File: src/rtl/uld_pkg.sv
// uld_pkg: shared types for the micro-layer descriptor decode pipe.
// Layer/FSM enums, descriptor header and decoded bundle, tile helper.
package uld_pkg;

  localparam int ULD_TILE_W = 8;

  typedef enum logic [1:0] {
    LT_PW  = 2'd0,
    LT_DW  = 2'd1,
    LT_STD = 2'd2,
    LT_LIN = 2'd3
  } layer_t;

  typedef enum logic [2:0] {
    S_IDLE,
    S_DIV_R,
    S_DIV_C,
    S_DIV_TD,
    S_DIV_TK,
    S_HOLD
  } state_t;

  typedef struct packed {
    logic [5:0] layer_id;
    layer_t     ltype;
    logic [1:0] kh;
    logic [1:0] kw;
    logic [1:0] stride;
    logic [7:0] pad;
    logic [3:0] flags;
  } uld_t;

  typedef struct packed {
    logic [ULD_TILE_W-1:0] tile_d;
    logic [ULD_TILE_W-1:0] tile_k;
    logic                  err;
  } uld_dec_t;

  // returns {tile_d, tile_k}
  function automatic logic [2*ULD_TILE_W-1:0] tile_pair(
    input layer_t                t,
    input logic [ULD_TILE_W-1:0] pw,
    input logic [ULD_TILE_W-1:0] dw,
    input logic [ULD_TILE_W-1:0] st
  );
    logic [2*ULD_TILE_W-1:0] r;
    r = {pw, pw};
    unique case (1'b1)
      (t == LT_DW):  r = {8'd1, dw};
      (t == LT_STD): r = {st, st};
      default:       r = {pw, pw};
    endcase
    return r;
  endfunction

endpackage

File: src/rtl/uld_decode_pipe_div.sv
// uld_seq_div: restoring divider, one quotient bit per cycle, W >= 2.
// Ports: start/dividend/divisor in; busy, done (1-cycle pulse), quotient out.
module uld_seq_div #(
  parameter int W = 11
) (
  input  logic         clk,
  input  logic         rst_n,
  input  logic         start,
  input  logic [W-1:0] dividend,
  input  logic [W-1:0] divisor,
  output logic         busy,
  output logic         done,
  output logic [W-1:0] quotient
);

  localparam int CW = $clog2(W + 1);

  logic [W-1:0]  rem_q;
  logic [W-1:0]  quo_q;
  logic [W-1:0]  dvs_q;
  logic [W-1:0]  rem_in;
  logic [W-1:0]  quo_in;
  logic [W-1:0]  dvs_in;
  logic [W-1:0]  rem_nx;
  logic [W-1:0]  quo_nx;
  logic [W:0]    part;
  logic          ge;
  logic [CW-1:0] cnt;
  logic          done_q;

  // the start cycle already produces the first quotient bit
  always_comb begin
    rem_in = start ? '0 : rem_q;
    quo_in = start ? dividend : quo_q;
    dvs_in = start ? divisor : dvs_q;
    part   = {rem_in, quo_in[W-1]};
    ge     = part >= {1'b0, dvs_in};
    rem_nx = ge ? W'(part - {1'b0, dvs_in}) : part[W-1:0];
    quo_nx = {quo_in[W-2:0], ge};
  end

  always_ff @(posedge clk or negedge rst_n) begin
    if (!rst_n) begin
      rem_q  <= '0;
      quo_q  <= '0;
      dvs_q  <= '0;
      cnt    <= '0;
      done_q <= 1'b0;
    end else begin
      done_q <= 1'b0;
      if (start) begin
        rem_q <= rem_nx;
        quo_q <= quo_nx;
        dvs_q <= divisor;
        cnt   <= CW'(W - 1);
      end else if (cnt != '0) begin
        rem_q  <= rem_nx;
        quo_q  <= quo_nx;
        cnt    <= cnt - CW'(1);
        done_q <= (cnt == CW'(1));
      end
    end
  end

  assign busy     = (cnt != '0);
  assign done     = done_q;
  assign quotient = quo_q;

endmodule

File: src/rtl/uld_decode_pipe.sv
// uld_decode_pipe: FIFO-buffered uLD decoder, one shared divider.
// in_* valid/ready -> FIFO -> FSM -> out_* valid/ready; ULD_ERR_CHECK_EN
// enables illegal-descriptor detection (out_err), otherwise out_err=0.
module uld_decode_pipe
  import uld_pkg::*;
#(
  parameter int DIM_W      = 8,
  parameter int CH_W       = 11,
  parameter int FIFO_DEPTH = 2,
  parameter int TILE_PW    = 32,
  parameter int TILE_DW    = 10,
  parameter int TILE_STD   = 10
) (
  input  logic             clk,
  input  logic             rst_n,
  input  logic             in_valid,
  output logic             in_ready,
  input  logic [5:0]       in_layer_id,
  input  logic [1:0]       in_type,
  input  logic [DIM_W-1:0] in_R,
  input  logic [DIM_W-1:0] in_C,
  input  logic [CH_W-1:0]  in_D,
  input  logic [CH_W-1:0]  in_K,
  input  logic [1:0]       in_kH,
  input  logic [1:0]       in_kW,
  input  logic [1:0]       in_stride,
  input  logic [7:0]       in_pad,
  input  logic [3:0]       in_flags,
  output logic             out_valid,
  input  logic             out_ready,
  output logic [5:0]       out_layer_id,
  output logic [1:0]       out_type,
  output logic [1:0]       out_kH,
  output logic [1:0]       out_kW,
  output logic [1:0]       out_stride,
  output logic [7:0]       out_pad,
  output logic [3:0]       out_flags,
  output logic [DIM_W-1:0] out_padded_R,
  output logic [DIM_W-1:0] out_padded_C,
  output logic [DIM_W-1:0] out_R,
  output logic [DIM_W-1:0] out_C,
  output logic [7:0]       out_tile_D,
  output logic [7:0]       out_tile_K,
  output logic [CH_W-1:0]  out_ntile_D,
  output logic [CH_W-1:0]  out_ntile_K,
  output logic             out_err
);

  localparam int AW  = (FIFO_DEPTH > 1) ? $clog2(FIFO_DEPTH) : 1;
  localparam int AW1 = AW + 1;
  localparam logic [AW:0] DEPTH = AW1'(FIFO_DEPTH);
  localparam logic [7:0] T_PW  = 8'(TILE_PW);
  localparam logic [7:0] T_DW  = 8'(TILE_DW);
  localparam logic [7:0] T_STD = 8'(TILE_STD);

  typedef struct packed {
    uld_t             hdr;
    logic [DIM_W-1:0] r;
    logic [DIM_W-1:0] c;
    logic [CH_W-1:0]  d;
    logic [CH_W-1:0]  k;
  } ent_t;

  state_t state, state_nx;

  ent_t          mem [FIFO_DEPTH];
  ent_t          in_ent;
  ent_t          head;
  logic [AW-1:0] wr_ptr;
  logic [AW-1:0] rd_ptr;
  logic [AW:0]   count;
  logic          full;
  logic          empty;
  logic          push;
  logic          pop;

  logic [DIM_W-1:0] pr_hd;
  logic [DIM_W-1:0] pc_hd;
  logic [15:0]      tiles_hd;
  logic             err_hd;

  uld_t             w_hdr;
  logic [CH_W-1:0]  w_d;
  logic [CH_W-1:0]  w_k;
  logic [DIM_W-1:0] w_pr;
  logic [DIM_W-1:0] w_pc;
  uld_dec_t         dec;
  logic [DIM_W-1:0] o_r;
  logic [DIM_W-1:0] o_c;
  logic [CH_W-1:0]  o_nd;
  logic [CH_W-1:0]  o_nk;

  logic             div_start;
  logic [CH_W-1:0]  div_a;
  logic [CH_W-1:0]  div_b;
  logic             div_busy;
  logic             div_done;
  logic [CH_W-1:0]  div_q;
  logic [DIM_W-1:0] diff_r;
  logic [DIM_W-1:0] diff_c;

  assign full     = (count == DEPTH);
  assign empty    = (count == '0);
  assign in_ready = !full;
  assign push     = in_valid && !full;
  assign pop      = (state == S_IDLE) && !empty;
  assign head     = mem[rd_ptr];

  always_comb begin
    in_ent.hdr.layer_id = in_layer_id;
    in_ent.hdr.ltype    = layer_t'(in_type);
    in_ent.hdr.kh       = in_kH;
    in_ent.hdr.kw       = in_kW;
    in_ent.hdr.stride   = in_stride;
    in_ent.hdr.pad      = in_pad;
    in_ent.hdr.flags    = in_flags;
    in_ent.r            = in_R;
    in_ent.c            = in_C;
    in_ent.d            = in_D;
    in_ent.k            = in_K;
  end

  always_ff @(posedge clk or negedge rst_n) begin
    if (!rst_n) begin
      for (int i = 0; i < FIFO_DEPTH; i++) mem[i] <= '0;
      wr_ptr <= '0;
      rd_ptr <= '0;
      count  <= '0;
    end else begin
      if (push) begin
        mem[wr_ptr] <= in_ent;
        wr_ptr      <= wr_ptr + AW'(1);
      end
      if (pop) rd_ptr <= rd_ptr + AW'(1);
      count <= count + AW1'(push) - AW1'(pop);
    end
  end

  // pad = {T,B,L,R}; sums wrap at DIM_W
  always_comb begin
    pr_hd = head.r + DIM_W'(head.hdr.pad[7:6])
                   + DIM_W'(head.hdr.pad[5:4]);
    pc_hd = head.c + DIM_W'(head.hdr.pad[3:2])
                   + DIM_W'(head.hdr.pad[1:0]);
    tiles_hd = tile_pair(head.hdr.ltype, T_PW, T_DW, T_STD);
`ifdef ULD_ERR_CHECK_EN
    err_hd = (head.hdr.stride == 2'd0)
          || (pr_hd < DIM_W'(head.hdr.kh))
          || (pc_hd < DIM_W'(head.hdr.kw))
          || (head.d == '0)
          || (head.k == '0);
`else
    err_hd = 1'b0;
`endif
  end

  assign diff_r = w_pr - DIM_W'(w_hdr.kh);
  assign diff_c = w_pc - DIM_W'(w_hdr.kw);

  // the done cycle of one division is the start cycle of the next
  always_comb begin
    div_start = 1'b0;
    div_a     = '0;
    div_b     = '0;
    unique case (state)
      S_DIV_R: begin
        if (!dec.err && !div_busy) begin
          div_start = 1'b1;
          div_a = div_done ? CH_W'(diff_c) : CH_W'(diff_r);
          div_b = CH_W'(w_hdr.stride);
        end
      end
      S_DIV_C: begin
        if (div_done) begin
          div_start = 1'b1;
          div_a = w_d + CH_W'(dec.tile_d) - CH_W'(1);
          div_b = CH_W'(dec.tile_d);
        end
      end
      S_DIV_TD: begin
        if (div_done) begin
          div_start = 1'b1;
          div_a = w_k + CH_W'(dec.tile_k) - CH_W'(1);
          div_b = CH_W'(dec.tile_k);
        end
      end
      default: ;
    endcase
  end

  uld_seq_div #(.W(CH_W)) u_div (
    .clk      (clk),
    .rst_n    (rst_n),
    .start    (div_start),
    .dividend (div_a),
    .divisor  (div_b),
    .busy     (div_busy),
    .done     (div_done),
    .quotient (div_q)
  );

  always_ff @(posedge clk or negedge rst_n) begin
    if (!rst_n) state <= S_IDLE;
    else        state <= state_nx;
  end

  always_comb begin
    state_nx = state;
    unique case (state)
      S_IDLE:   if (!empty) state_nx = S_DIV_R;
      S_DIV_R: begin
        if (dec.err)       state_nx = S_HOLD;
        else if (div_done) state_nx = S_DIV_C;
      end
      S_DIV_C:  if (div_done) state_nx = S_DIV_TD;
      S_DIV_TD: if (div_done) state_nx = S_DIV_TK;
      S_DIV_TK: if (div_done) state_nx = S_HOLD;
      S_HOLD:   if (out_ready) state_nx = S_IDLE;
      default:  state_nx = S_IDLE;
    endcase
  end

  always_ff @(posedge clk or negedge rst_n) begin
    if (!rst_n) begin
      w_hdr <= '0;
      w_d   <= '0;
      w_k   <= '0;
      w_pr  <= '0;
      w_pc  <= '0;
      dec   <= '0;
      o_r   <= '0;
      o_c   <= '0;
      o_nd  <= '0;
      o_nk  <= '0;
    end else begin
      if (pop) begin
        w_hdr      <= head.hdr;
        w_d        <= head.d;
        w_k        <= head.k;
        w_pr       <= pr_hd;
        w_pc       <= pc_hd;
        dec.tile_d <= tiles_hd[15:8];
        dec.tile_k <= tiles_hd[7:0];
        dec.err    <= err_hd;
        o_r        <= '0;
        o_c        <= '0;
        o_nd       <= '0;
        o_nk       <= '0;
      end
      if (div_done) begin
        unique case (state)
          S_DIV_R:  o_r  <= DIM_W'(div_q + CH_W'(1));
          S_DIV_C:  o_c  <= DIM_W'(div_q + CH_W'(1));
          S_DIV_TD: o_nd <= div_q;
          S_DIV_TK: o_nk <= div_q;
          default: ;
        endcase
      end
    end
  end

  assign out_valid    = (state == S_HOLD);
  assign out_layer_id = w_hdr.layer_id;
  assign out_type     = w_hdr.ltype;
  assign out_kH       = w_hdr.kh;
  assign out_kW       = w_hdr.kw;
  assign out_stride   = w_hdr.stride;
  assign out_pad      = w_hdr.pad;
  assign out_flags    = w_hdr.flags;
  assign out_padded_R = w_pr;
  assign out_padded_C = w_pc;
  assign out_R        = o_r;
  assign out_C        = o_c;
  assign out_tile_D   = dec.tile_d;
  assign out_tile_K   = dec.tile_k;
  assign out_ntile_D  = o_nd;
  assign out_ntile_K  = o_nk;
`ifdef ULD_ERR_CHECK_EN
  assign out_err      = dec.err;
`else
  assign out_err      = 1'b0;
`endif

endmodule

File: config.mk
export PLATFORM = sky130hd
export DESIGN_NAME = uld_decode_pipe
export DESIGN_NICKNAME = d
export VERILOG_FILES = /design/src/rtl/uld_pkg.sv /design/src/rtl/uld_decode_pipe_div.sv /design/src/rtl/uld_decode_pipe.sv
export SDC_FILE = /design/constraint.sdc
export NUM_CORES = 1
export LEC_CHECK = 0
export ABC_AREA = 1
export CORE_AREA = 4 4 177 179
export CTS_CLUSTER_SIZE = 24
export DETAILED_ROUTE_END_ITERATION = 10
export DIE_AREA = 0 0 181 183
export PLACE_DENSITY_LB_ADDON = 0.2
export SLEW_MARGIN = 20
export SYNTH_ARGS = -nofsm -noshare
export SYNTH_HDL_FRONTEND = slang
export SYNTH_HIERARCHICAL = 1
export SYNTH_SLANG_ARGS = --single-unit
File: constraint.sdc
create_clock -name clk -period 4.5 [get_ports clk]
set_input_delay 0.9 -clock clk [delete_from_list [all_inputs] [get_ports clk]]
set_output_delay 0.9 -clock clk [all_outputs]
set_load 0.01 [all_outputs]
==> reports/metrics.yaml, run 1 <==
outcome:
  status: "complete, no violations"
timing:
  clock_skew_ps: 10.66
  slew_viol_final: 0
  rsz0062_at_grt: "false"
  fmax_mhz: 248.1
  fin_setup_tns_ps: 0
  relSlewSlack: 0.3232
  worstMarginPinSlew_ps: 1015
  hold_violations: 0
  min_period_over_period: 0.8956
  fin_ws_ps: 469.6
  finalSetupViolCount: 0
  period_needed_ps: 4030
  hold_ws_ps: 430.0
clocking:
  clock_sinks: 279
  clkSlewWorstSetupHoldPaths_ps: 60
  post-cts-setup-buffers: 0
  root_buffer: "clkbuf_16"
  clk_latency_ps: 570
  cts_buffer_depth: 3
  hold_buffers: 0
  cts_tree: "done"
  h-tree-depth: 1
  cts_resized: 0
  numCtsBuffers: 31
detailed_routing:
  vias: 12020
  drt_iter0_drc: 884
  wire_per_inst_um: 16.00
  drc: 0
  final_antenna_net_count: 0
  vias_per_cell: 5.175
  wl_met1_um: 17070
  finalWirelength_um: 37150
  first_pass_iters: 6
  wl_met3_um: 1964
  route.met2.wl_um: 17000
  topRoutingLayerUsed: "met5"
flow_run:
  cap_violations: 0
yosys:
  synth.cell_area_um2: 14660
  synth_ff_type: "dfrtp_1"
  synth_area_per_cell_um2: 8.236
  yosysWarnings: 6
  ys_async_sr_fraction: 1.000
  ys_seq_area_frac: 0.4762
  synth-edff-count: 0
  synthCells: 1780
  synth-seq-cells: 279
  synth_cell_types: 47
floorplan:
  fp.dieW_um: 181
  dieArea_um2: 33120
  ioPinCount: 167
  coreArea_um2: 29560
  die_y_um: 183
  start_util: 0.4960
  num_rows: 63
power_and_ir_drop:
  p_per_area_nw_per_um2: 543.7
  p_leak_nw: 8.638
  p_sw_mw: 3.424
  p_sw_frac: 0.3596
  power_frac_seq: 0.386
  clkPwrFrac: 0.275
  p_comb_frac: 0.338
  ir_drop_v: 0.0003547
  power.internal_mw: 6.097
layout:
  nFillCells: 2689
  nets: 2037
  drive_gt1_frac: 0.07660
  regArea_um2: 6983
  n_antenna_cell: 0
  area_growth_pct: 19.44
  multi_input_area_um2: 6379
  utilization: 0.5924
  final_area_um2: 17510
placed_design:
  numPortBuffers: 156
  dp_slack_ps: 492.0
  dp_hpwl_um: 26320
  gp_congestion: 0.8797
  dpl_cell_area_um2: 16440
global_route:
  grt_pass1_vias: 11900
  grt_use_total: 0.2227
  grt_max_degree: 118
  gr-total-overflow: 0
  antenna_found_initial: 2
  grt_first_pass_wirelength_um: 61330
setup_path:
  reg2reg_slack_ps: 470
  reg2reg_from: "out_tile_D[5]"
  cp_max_fo: 16
  worst_path_largest_cell_delay_ps: 460
  r2r-end: "u_div/rem_q[10]"
  crit_path_start_kind: "flip-flop"
  critPathCaptureType: "flip-flop"
  path_common_cell: "nand2_1"
  crit_type: "flip-flop to flip-flop"
  rr_worst_depth: 23
  crit_chain: "inv_1 > ha_1 > inv_1 > ha_1 > a21oi_1 > o21ai_0 > nand2_1 > nand3_1 > nand2_1 > nand3_1 > nand2_1 > o21ai_0 > ha_1 > fa_1 > inv_1 > nand4_1 > nand3_1 > nand3_2 > nand3_4 > nand2_1 > o21ai_1 > nand2_1 > nand2_1"
  critPathArrivalTime_ps: 4540
  cp.required_ps: 5010
  crit_slowest_cell: "fa_1"
hold_path:
  hp-class: "input port to async pin"
==> critical path: cells and delay by family (launching register included) <==
family / cells / cell delay (ps)
AND/OR/NAND/NOR: 12 / 1270
AO/OA/AOI/OAI: 4 / 730
buffers and inverters: 3 / 250
adder cells (fa/ha/maj): 4 / 1350
flip-flops: 1 / 370
==> power by group through the flow <==
| stage | Sequential (mW) | Combinational (mW) | Clock (mW) |
|---|---|---|---|
| finish | 3.68 | 3.22 | 2.62 |
| global route | 3.77 | 3.71 | 2.77 |
| CTS | 3.67 | 3.25 | 2.68 |
| detailed placement | 3.71 | 3.22 | 0 |
| global placement | 3.69 | 3.15 | 0 |
| floorplan | 3.66 | 2.23 | 0 |
==> cell type report <==
cell class,instances,area share
clock inverter,12,0.008717
timing repair buffer,169,0.09718
clock buffer,45,0.05245
sequential,279,0.3988
tap,390,0.02787
multi-input combinational,1191,0.3643
inverter,236,0.05073
==> per-layer routing <==
metal  track usage  vias up
li1              -     5952
met1        0.3133     5715
met2        0.3645      284
met3       0.03411       61
met4       0.06094        4
met5             0        -
==> layout by cell type, fill, tap and decap left out, types with 18 or more instances in the layout <==
cell | synthesis | routed
ha_1 | 50 | 50
o31ai_2 | 31 | 31
inv_1 | 225 | 225
a21oi_1 | 23 | 23
nand4_1 | 18 | 18
nand2_1 | 451 | 451
clkbuf_16 | 0 | 31
nand3_1 | 98 | 97
nor2_1 | 145 | 145
clkdlybuf4s50_1 | 0 | 155
o21ai_0 | 156 | 156
dfrtp_1 | 279 | 278
o21ai_1 | 72 | 72
==> worst max-delay path by stage <==
stage                        from              end  cells past startpoint
floorplan           out_tile_D[5]  u_div/rem_q[10]                     23
global placement    out_tile_D[5]   u_div/rem_q[5]                     23
detailed placement  out_tile_D[5]  u_div/rem_q[10]                     23
CTS                 out_tile_D[5]  u_div/rem_q[10]                     23
global route        out_tile_D[5]   u_div/rem_q[5]                     23
finish              out_tile_D[5]  u_div/rem_q[10]                     23
==> flip-flops by register name, summed over array words and instances, names as in the netlist, 4 cells and up <==
register,cells
mem,128
out_C,8
out_R,8
out_flags,4
out_layer_id,6
out_ntile_D,11
out_ntile_K,11
out_pad,8
out_padded_C,8
out_padded_R,8
u_div/cnt,4
u_div/dvs_q,11
u_div/quotient,11
u_div/rem_q,11
w_d,11
w_k,11
==> cell usage after synthesis (2+ instances only) <==
| cell type | count | area share |
|---|---|---|
| ha_1 | 50 | 0.043 |
| o21bai_1 | 4 | 0.0020 |
| fa_1 | 11 | 0.015 |
| buf_4 | 17 | 0.0087 |
| xnor2_1 | 8 | 0.0048 |
| nor3_1 | 4 | 0.0014 |
| a22oi_1 | 2 | 0.0010 |
| nand3b_1 | 5 | 0.0026 |
| xor2_1 | 16 | 0.0096 |
| nand3_4 | 2 | 0.0024 |
| dfrtp_1 | 279 | 0.48 |
| o211ai_1 | 2 | 0.0010 |
| o21ai_0 | 156 | 0.053 |
| nor2_2 | 3 | 0.0013 |
| a31oi_1 | 2 | 0.00085 |
| o31ai_1 | 8 | 0.0041 |
| nand3_1 | 98 | 0.033 |
| a211oi_1 | 2 | 0.0010 |
| a21boi_0 | 2 | 0.0010 |
| buf_6 | 6 | 0.0046 |
| a21oi_2 | 2 | 0.0012 |
| o21ai_1 | 72 | 0.025 |
| nand3_2 | 4 | 0.0027 |
| nor2_1 | 145 | 0.037 |
| nand2_1 | 451 | 0.12 |
| nor3_2 | 2 | 0.0014 |
| nand4_1 | 18 | 0.0077 |
| a21oi_1 | 23 | 0.0079 |
| buf_2 | 34 | 0.012 |
| o31ai_2 | 31 | 0.026 |
| o221ai_1 | 12 | 0.0072 |
| nand2_2 | 3 | 0.0013 |
| a21o_1 | 2 | 0.0010 |
| or2_2 | 16 | 0.0068 |
| mux2i_1 | 7 | 0.0048 |
| clkbuf_1 | 33 | 0.0084 |
| inv_1 | 225 | 0.058 |
| o22ai_1 | 3 | 0.0013 |
| o21ai_2 | 2 | 0.0012 |
| inv_2 | 11 | 0.0028 |
==> through the flow <==
step	total power [mW]	std cells
after detailed placement	6.932	2265
after global routing	10.26	2322
after global placement	6.840	2265
after CTS	9.605	2322
final	9.521	2322
after floorplan	5.890	1796
==> cell families (layout without fill, tap and decap cells) <==
family | after synthesis | after routing | share of synthesized area
AOI/OAI and AO/OA | 328 | 328 | 0.1377
xor gates and xnor gates | 24 | 24 | 0.01434
adders and majority gates | 61 | 61 | 0.05769
buffers and inverters | 326 | 462 | 0.09379
DFF | 279 | 279 | 0.4762
muxes | 7 | 7 | 0.004780
other | 1 | 17 | 0.0002558
and+or+nand+nor | 754 | 754 | 0.2152
No activity file was read; power rests on OpenSTA's default activity.
==> run 2: changes to the inputs <==
--- a/config.mk
+++ b/config.mk
@@ -6,13 +6,12 @@
 export NUM_CORES = 1
 export LEC_CHECK = 0
 export ABC_AREA = 1
-export CORE_AREA = 4 4 177 179
+export CORE_AREA = 4 4 176 178
 export CTS_CLUSTER_SIZE = 24
 export DETAILED_ROUTE_END_ITERATION = 10
-export DIE_AREA = 0 0 181 183
+export DIE_AREA = 0 0 180 182
 export PLACE_DENSITY_LB_ADDON = 0.2
 export SLEW_MARGIN = 20
 export SYNTH_ARGS = -nofsm -noshare
 export SYNTH_HDL_FRONTEND = slang
-export SYNTH_HIERARCHICAL = 1
 export SYNTH_SLANG_ARGS = --single-unit
==> run 2 against run 1 <==
Largest power group is now combinational cells; final cell count down 1.1%; clock-buffer cell count up 2; synthesized cell count down 1.1%.
==> reports/metrics.yaml, run 2 <==
power_and_ir_drop:
  p_comb_frac: 0.503  # was 0.338
  ir_drop_v: 0.0003707  # was 0.0003547 V
  power_mw: 13.93  # was 9.521 mW
  power_frac_seq: 0.318  # was 0.386
  p_sw_mw: 6.067  # was 3.424 mW
  p_per_area_nw_per_um2: 807.9  # was 543.7 nW/um2
  p_sw_frac: 0.4356  # was 0.3596
  power.internal_mw: 7.862  # was 6.097 mW
  p_leak_nw: 8.668  # was 8.638 nW
  clkPwrFrac: 0.179  # was 0.275
setup_path:
  worst-path-buf-inv: 4  # was 3
  crit_slowest_cell: "fa_1"  # unchanged
  worst_path_largest_cell_delay_ps: 450  # was 460 ps
  crit_chain: "inv_1 > ha_1 > inv_1 > ha_1 > a21oi_1 > nand2_1 > nand2_1 > nand4_1 > nand3_1 > nand3_1 > inv_1 > ha_1 > inv_1 > fa_1 > nand3_1 > nand3_1 > nand2_2 > nand2_4 > nand2_1 > nand2_1 > nand2_1 > o21ai_0"  # was inv_1 > ha_1 > inv_1 > ha_1 > a21oi_1 > o21ai_0 > nand2_1 > nand3_1 > nand2_1 > nand3_1 > nand2_1 > o21ai_0 > ha_1 > fa_1 > inv_1 > nand4_1 > nand3_1 > nand3_2 > nand3_4 > nand2_1 > o21ai_1 > nand2_1 > nand2_1
  crit_type: "flip-flop to flip-flop"  # unchanged
  critPathCaptureType: "flip-flop"  # unchanged
  cp.required_ps: 4920  # was 5010 ps
  critPathArrivalTime_ps: 4050  # was 4540 ps
  cpLargestDelayFamily: "simple AND/OR/NAND/NOR gates"  # was adder cells
  path_common_cell: "nand2_1"  # unchanged
  crit_path_start_kind: "flip-flop"  # unchanged
  cp_max_fo: 11  # was 16
timing:
  fin_setup_tns_ps: 0  # unchanged
  slew_viol_final: 0  # unchanged
  min_period_over_period: 0.8071  # was 0.8956
  hold_violations: 0  # unchanged
  relSlewSlack: 0.3613  # was 0.3232
  finalSetupViolCount: 0  # unchanged
  worstMarginPinSlew_ps: 958.1  # was 1015 ps
  clock_skew_ps: 13.50  # was 10.66 ps
  period_needed_ps: 3632  # was 4030 ps
  rsz0062_at_grt: "false"  # unchanged
  fmax_mhz: 275.3  # was 248.1 MHz
clocking:
  clock_sinks: 279  # unchanged
  cts_buffer_depth: 3  # unchanged
  root_buffer: "clkbuf_16"  # unchanged
  cts_resized: 0  # unchanged
  hold_buffers: 0  # unchanged
  cts_tree: "done"  # unchanged
  clk_latency_ps: 550  # was 570 ps
  post-cts-setup-buffers: 0  # unchanged
  clkSlewWorstSetupHoldPaths_ps: 60  # about the same
  numCtsBuffers: 31  # unchanged
  h-tree-depth: 1  # unchanged
detailed_routing:
  drc: 0  # unchanged
  finalWirelength_um: 36420  # was 37150 um
  final_antenna_net_count: 0  # unchanged
  first_pass_iters: 5  # was 6
  vias_per_cell: 5.140  # was 5.175
  wire_per_inst_um: 15.86  # was 16.00 um
  drt_iter0_drc: 823  # was 884
  vias: 11800  # was 12020
layout:
  n_antenna_cell: 0  # unchanged
  final_cell_mix: "443 x nand2_1, 278 x dfrtp_1, 226 x inv_1, 199 x o21ai_0, 155 x clkdlybuf4s50_1"  # was 451 x nand2_1, 278 x dfrtp_1, 225 x inv_1, 156 x o21ai_0, 155 x clkdlybuf4s50_1
  largest-register: "mem"  # unchanged
  drive_gt1_frac: 0.06086  # was 0.07660
  fin_cells: 2296  # was 2322
  nets: 2012  # was 2037
  largest_reg_flops: 128  # unchanged
  layout.cells.most_common: "nand2_1"  # unchanged
  area_growth_pct: 19.19  # was 19.44%
global_route:
  antenna_found_initial: 4  # was 2
  grt_max_degree: 117  # was 118
  grt_use_total: 0.2199  # was 0.2227
  grt_pass1_vias: 11400  # was 11900
  gr-total-overflow: 0  # unchanged
  grt_first_pass_wirelength_um: 59890  # was 61330 um
floorplan:
  dieArea_um2: 32760  # was 33120 um2
  num_rows: 63  # unchanged
  fp.dieW_um: 180  # was 181 um
  ioPinCount: 167  # unchanged
  start_util: 0.4920  # was 0.4960
  coreArea_um2: 29400  # was 29560 um2
  die_y_um: 182  # was 183 um
yosys:
  synthCells: 1760  # was 1780
  yosysTopAreaCell: "dfrtp_1"  # unchanged
  synth.most_common_cell: "nand2_1"  # unchanged
  yosys-top-cells-count: "443 x nand2_1, 279 x dfrtp_1, 227 x inv_1, 199 x o21ai_0, 133 x nor2_1"  # was 451 x nand2_1, 279 x dfrtp_1, 225 x inv_1, 156 x o21ai_0, 145 x nor2_1
  synth.cell_area_um2: 14470  # was 14660 um2
  synth-edff-count: 0  # unchanged
  ys_async_sr_fraction: 1.000  # unchanged
  yosysWarnings: 0  # was 6
  synth.area.top_cells: "dfrtp_1 48%, nand2_1 11%, o21ai_0 6.9%, inv_1 5.9%, ha_1 4.4%"  # was dfrtp_1 48%, nand2_1 12%, inv_1 5.8%, o21ai_0 5.3%, ha_1 4.3%
  synth-seq-cells: 279  # unchanged
  synth_top_area_frac: 0.4827  # was 0.4762
  ys_seq_area_frac: 0.4827  # was 0.4762
  synth_area_per_cell_um2: 8.219  # was 8.236 um2
  synth_ff_type: "dfrtp_1"  # unchanged
  synth_cell_types: 46  # was 47
placed_design:
  dp_hpwl_um: 25520  # was 26320 um
  numPortBuffers: 156  # unchanged
  dp.cells: 2239  # was 2265
  gp_congestion: 0.8953  # was 0.8797
hold_path:
  hp-class: "input port to async pin"  # unchanged
outcome:
  status: "complete, no violations"  # unchanged
flow_run:
  cap_violations: 0  # unchanged
[run 2: changes by cell type in the layout (fill, tap and decap cells not counted), moves of 21 or more]
cell | before | now
o21ai_1 | 72 | 13
o21ai_0 | 156 | 199
nand3_1 | 97 | 124
o31ai_1 | 8 | 30
o31ai_2 | 31 | 10
[run 2: layout make-up]
type,instances,area (um2)
clock buffer,47,905.9
clock inverter,10,102.6
fill,2659,12160
inverter,239,897.1
multi-input combinational,1164,6165
sequential,279,6983
tap,390,488.0
timing repair buffer,167,1699
[run 2: final timing paths]
kind	start	endpoint	slack, ps	depth (start not counted)
worst min-delay path	rst_n	out_ntile_K[2]	400	1
worst max register to register	out_tile_D[5]	u_div.rem_q[2]	870	22
worst max-delay path	out_tile_D[5]	u_div.rem_q[2]	870	22
min in group clk	u_div.dvs_q[10]	u_div.dvs_q[10]	470	2
max in group asynchronous	rst_n	mem[100]	3100	2
worst min register to register	u_div.dvs_q[10]	u_div.dvs_q[10]	470	2
[run 2: power groups by stage]
stage	clock, mW	combinational (mW)	sequential (mW)
finish	2.50	7.00	4.43
global route	2.68	8.01	4.56
detailed placement	0	6.98	4.45
global placement	0	6.87	4.42
CTS	2.55	7.03	4.42
floorplan	0	4.96	4.30
[run 2: per-stage QoR]
step / utilization / hold WS [ps] / worst slack (ps) / area (um2)
5_1_grt: 0.5864 / 458.3 / 497.1 / 17240
3_5_place_dp: 0.5521 / 454.9 / 900.1 / 16230
6_report: 0.5864 / 401.6 / 868.2 / 17240
4_1_cts: 0.5864 / 455.4 / 878.3 / 17240
2_1_floorplan: - / 436.8 / 1333 / 14500
3_3_place_gp: 0.5521 / 454.6 / 960.5 / 16230
[run 2: cell families (layout without fill, tap and decap cells)]
group,Yosys count,after routing,share of synthesized area
AND/OR/NAND/NOR,751,751,0.2207
buffers and inverters,326,463,0.09506
AO/OA/AOI/OAI,311,311,0.1233
flip-flops,279,279,0.4827
adder cells (fa/ha/maj),62,62,0.05934
XOR/XNOR,23,23,0.01393
multiplexers,7,7,0.004844
other,1,10,0.0002592
[run 2: per-layer routing]
metal / part of all wire / track usage / vias up
met4: 0.023 / 0.05364 / 8
met5: 0.0014 / 0 / -
li1: - / - / 5853
met1: 0.47 / 0.3170 / 5545
met3: 0.067 / 0.04547 / 73
met2: 0.44 / 0.3438 / 322
==> variant 1, RTL diff (flow settings as in run 1) <==
Add a define of `ULD_ERR_CHECK_EN`.
--- a/src/rtl/uld_decode_pipe.sv
+++ b/src/rtl/uld_decode_pipe.sv
@@ -1,6 +1,8 @@
 // uld_decode_pipe: FIFO-buffered uLD decoder, one shared divider.
 // in_* valid/ready -> FIFO -> FSM -> out_* valid/ready; ULD_ERR_CHECK_EN
 // enables illegal-descriptor detection (out_err), otherwise out_err=0.
+`define ULD_ERR_CHECK_EN
+
 module uld_decode_pipe
   import uld_pkg::*;
 #(
Behaviour: not the same (a bounded check fails within 4 cycles, from zero or initial values and one cycle with rst_n low).
==> variant 1 against run 1 <==
  * Sequential cell count up 1
  * Critical path type unchanged
  * Synthesized area up 1.2%
  * Final area up 0.76%
  * Worst hold slack worse by 0.026 ns
  * Fmax up 1.4%
  * Highest routed layer is now met4
  * Setup slack better by 0.056 ns
  * Routed wire length about the same
  * Non-clock buffer count up 4
  * Utilization up 0.45 points
Power is not compared: it rests on default switching activity, and its combinational part moved more than twofold at a synthesized area within 25%.
==> variant 1: results <==
export IMPL_status="finished clean"
export IMPL_vias_per_cell=5.12
export IMPL_slowest_stage="dfrtp_1"
export IMPL_synth_compound_area_share_pct=13.3
export IMPL_finalCritPeriodShare_pct=88.3
export IMPL_routed_wl_um=37200
export IMPL_regArea_mm2=0.00701
export IMPL_timing_rr_start="out_tile_K[3]$_DFFE_PN0P_"
export IMPL_grt_pass1_vias=12000
export IMPL_multi_input_cells=1229
export IMPL_drt_initial_drc_count=813
export IMPL_worst_slew_pin_slew_ns=0.873
export IMPL_gp_congestion=0.891
export IMPL_track_usage_pct=22.3
export IMPL_ys_types=52
export IMPL_synth_xor_area_share_pct=1.24
export IMPL_grt_max_degree=130
export IMPL_r2r_slack_ns=0.53
export IMPL_pre_cts_ws_ns=0.467
export IMPL_route_met3_wl_um=1630
export IMPL_antenna_found_initial=0
export IMPL_cts_buffers=30
export IMPL_yosys_top_cells_count="nand2_1 (498), dfrtp_1 (280), o21ai_0 (257)"
export IMPL_netlist_top_cells_area="dfrtp_1 (47%), nand2_1 (13%), o21ai_0 (8.7%)"
export IMPL_buf_share_pct=9.83
export IMPL_finClkSkew_ns=0.0193
export IMPL_hpwl_um=27300
export IMPL_arrival_ns=4.43
export IMPL_fillCellCount=2752
export IMPL_clockNetworkAreaShare_pct=5.79
==> variant 1: through the flow <==
step,hold WS [ns],area (um^2),std cells
after detailed placement,0.464,16600,2330
after global placement,0.458,16600,2330
after CTS,0.448,17600,2386
after floorplan,0.443,14900,1857
after global routing,0.470,17600,2386
final,0.404,17600,2386
==> variant 1: path summary, 6_finish.rpt <==
kind	endpoint	cells past startpoint
worst max-delay path	u_div/rem_q[3]$_DFFE_PN0P_	24
worst min register to register	mem[70]$_DFFE_PN0P_	2
max in group asynchronous	mem[44]$_DFFE_PN0P_	2
worst min-delay path	out_layer_id[4]$_DFFE_PN0P_	1
min in group clk	mem[70]$_DFFE_PN0P_	2
worst max register to register	u_div/rem_q[3]$_DFFE_PN0P_	24
==> variant 1: report_power, final <==
part,internal [mW],leakage [nW],switching [mW]
combinational,2.83,4.81,4.67
sequential,3.65,3.53,0.769
clock,1.46,0.508,1.02
==> variant 1: cells by family after synthesis <==
| group | count (synthesis) |
|---|---|
| XOR/XNOR | 21 |
| flip-flops | 280 |
| AND/OR/NAND/NOR | 758 |
| adder cells (fa/ha/maj) | 63 |
| buffers and inverters | 348 |
| other | 1 |
| multiplexers | 11 |
| AO/OA/AOI/OAI | 360 |
==> variant 1: worst max-delay path, delay by kind of cell, from the launching register on <==
kind,cells,cell delay [ns]
AOI/OAI and AO/OA,5,0.75
buffers and inverters,3,0.21
and+or+nand+nor,12,1.39
adders and majority gates,4,1.16
DFF,1,0.38
==> variant 1: repair_timing <==
action / in CTS / in global routing
resized for setup: 0 / 1
setup endpoints to repair: 0 / 2
hold buffers: 0 / 0
hold endpoints to repair: 0 / 0
==> variant 1: layer usage <==
layer / vias up / global-route usage (%)
li1: 6130 / -
met1: 5750 / 31.9
met2: 285 / 37.2
met3: 53 / 2.60
met4: 0 / 4.86
met5: - / 0
==> variant 2, RTL diff (flow settings as in run 1) <==
Without the edit above. Make the reset (`rst_n`) synchronous in 4 clocked blocks.
--- a/src/rtl/uld_decode_pipe_div.sv
+++ b/src/rtl/uld_decode_pipe_div.sv
@@ -39,7 +39,7 @@
     quo_nx = {quo_in[W-2:0], ge};
   end
 
-  always_ff @(posedge clk or negedge rst_n) begin
+  always_ff @(posedge clk) begin
     if (!rst_n) begin
       rem_q  <= '0;
       quo_q  <= '0;
--- a/src/rtl/uld_decode_pipe.sv
+++ b/src/rtl/uld_decode_pipe.sv
@@ -120,7 +120,7 @@
     in_ent.k            = in_K;
   end
 
-  always_ff @(posedge clk or negedge rst_n) begin
+  always_ff @(posedge clk) begin
     if (!rst_n) begin
       for (int i = 0; i < FIFO_DEPTH; i++) mem[i] <= '0;
       wr_ptr <= '0;
@@ -199,7 +199,7 @@
     .quotient (div_q)
   );
 
-  always_ff @(posedge clk or negedge rst_n) begin
+  always_ff @(posedge clk) begin
     if (!rst_n) state <= S_IDLE;
     else        state <= state_nx;
   end
@@ -220,7 +220,7 @@
     endcase
   end
 
-  always_ff @(posedge clk or negedge rst_n) begin
+  always_ff @(posedge clk) begin
     if (!rst_n) begin
       w_hdr <= '0;
       w_d   <= '0;
Formal check against the unedited RTL: differs if rst_n is asserted again (counterexample within 4 cycles, from zero or initial values and one cycle with rst_n low); with rst_n held inactive, the same outputs for 4 cycles.
==> variant 2 against run 1 <==
  * Setup slack better by 0.00052 ns
  * Via count down 3.1%
  * Routed wire length increased by 0.34%
  * Die area is the same
  * Synthesized cell count is 3.1% lower
  * Final area is 2.9% lower
  * Worst hold slack gained 0.028 ns
  * Synthesized area is 2.9% lower
  * Critical path type unchanged
  * Sequential cell count increased by 1
Power is not compared: it rests on default switching activity, and its combinational part moved more than twofold at a synthesized area within 25%.
==> variant 2: results <==
export IMPL_hold_class="reg -> reg"
export IMPL_ys_flop_type="dfxtp_1"
export IMPL_finClkSkew_ns=0.0246
export IMPL_pre_cts_ws_ns=0.484
export IMPL_largest_reg_flops=128
export IMPL_synth_avg_cell_area_um2=8.25
export IMPL_rr_worst_depth=24
export IMPL_via_count=11600
export IMPL_dp_cells=2212
export IMPL_drt_initial_drc_count=824
export IMPL_grt_max_degree=68
export IMPL_period_minus_slack_ns=4.03
export IMPL_synth_mux_area_share_pct=2.53
export IMPL_r2r_end="u_div/rem_q[9]$_SDFFE_PN0P_"
export IMPL_gp_congestion=0.884
export IMPL_track_usage_pct=21.9
export IMPL_status="finished clean"
export IMPL_wire_per_inst_um=16.4
export IMPL_drive_gt1_share_pct=6.17
export IMPL_postSynth_asyncResetShare_pct=0
export IMPL_use_met2_pct=36.8
export IMPL_netlist_top_cells_area="edfxtp_1 (27%), dfxtp_1 (21%), nand2_1 (6.9%)"
export IMPL_grtUsageMet1_pct=29.4
export IMPL_synth_compound_area_share_pct=12.0
export IMPL_yosys_area_share_adder_pct=5.68
export IMPL_grt_pass1_wl_um=59500
export IMPL_r2r_slack_ns=0.47
export IMPL_cp_max_fo=13
export IMPL_hpwl_um=26300
export IMPL_synth_xor_area_share_pct=1.23
export IMPL_synth_edf_count=128
export IMPL_met3_usage_pct=3.71
export IMPL_startpoint="out_tile_D[5]$_SDFFE_PN0P_"
export IMPL_layout_nets=1981
export IMPL_timing_rr_start="out_tile_D[5]$_SDFFE_PN0P_"
export IMPL_routed_wl_um=37300
export IMPL_hp_start="rd_ptr$_SDFFE_PN0P_"
export IMPL_max_slew_margin_pct=31.9
export IMPL_grt_pass1_vias=11400
export IMPL_io_buffer_count=156
export IMPL_place_area_mm2=0.0160
export IMPL_fillCellCount=2756
export IMPL_yosys_top_cells_count="nand2_1 (263), inv_1 (248), nor2_1 (243)"
export IMPL_arrival_ns=4.50
export IMPL_antenna_found_initial=0
==> variant 2: metal layers <==
metal	up-vias	share of wire, %
met5	-	0
met4	0	2.8
met3	62	6.3
met2	306	47
met1	5423	44
li1	5857	-
==> variant 2: worst min path at each step <==
stage / end / slack, ns / cells past startpoint
6_report: flip-flop / 0.46 / 1
3_5_place_dp: flip-flop / 0.45 / 1
2_1_floorplan: rd_ptr$_SDFFE_PN0P_ / 0.43 / 1
3_3_place_gp: flip-flop / 0.43 / 1
4_1_cts: flip-flop / 0.45 / 1
5_1_grt: flip-flop / 0.49 / 1
==> variant 2: cell type report <==
| type | count | area [um^2] | area share, % |
|---|---|---|---|
| inverters | 258 | 970 | 5.70 |
| clock buffers | 43 | 851 | 5.00 |
| clock inverters | 15 | 199 | 1.17 |
| well taps | 390 | 488 | 2.87 |
| repair buffers | 172 | 1680 | 9.86 |
| multi-input cells | 1112 | 5930 | 34.9 |
| flip-flops and latches | 280 | 6890 | 40.5 |
==> variant 2: kinds of logic after synthesis <==
| kind of cell | after synthesis |
|---|---|
| AND/OR/NAND/NOR | 659 |
| buffers and inverters | 349 |
| AO/OA/AOI/OAI | 323 |
| flip-flops | 280 |
| adder cells (fa/ha/maj) | 58 |
| multiplexers | 35 |
| XOR/XNOR | 20 |
| other | 1 |
==> variant 2: worst max-delay path, stage by stage (launching register included) <==
cell     delay [ns]
dfxtp_1        0.36
inv_1          0.12
ha_1           0.30
inv_1          0.04
ha_1           0.32
a21oi_1        0.28
o21ai_0        0.14
nand2_1        0.09
nand3_1        0.07
nand2_1        0.06
nand3_1        0.06
nand2_1        0.09
or2_2          0.11
o21ai_0        0.12
ha_1           0.26
fa_1           0.44
inv_1          0.09
nand4_1        0.11
nand3_1        0.15
nand3_4        0.14
nand2_4        0.21
nand2_1        0.11
nand2_1        0.09
nand2_1        0.05
a21oi_1        0.11
==> variant 2: power breakdown <==
group,internal (mW),switching [mW]
clock,1.60,1.03
sequential,3.24,0.457
combinational,2.36,4.11
total,7.19,5.59
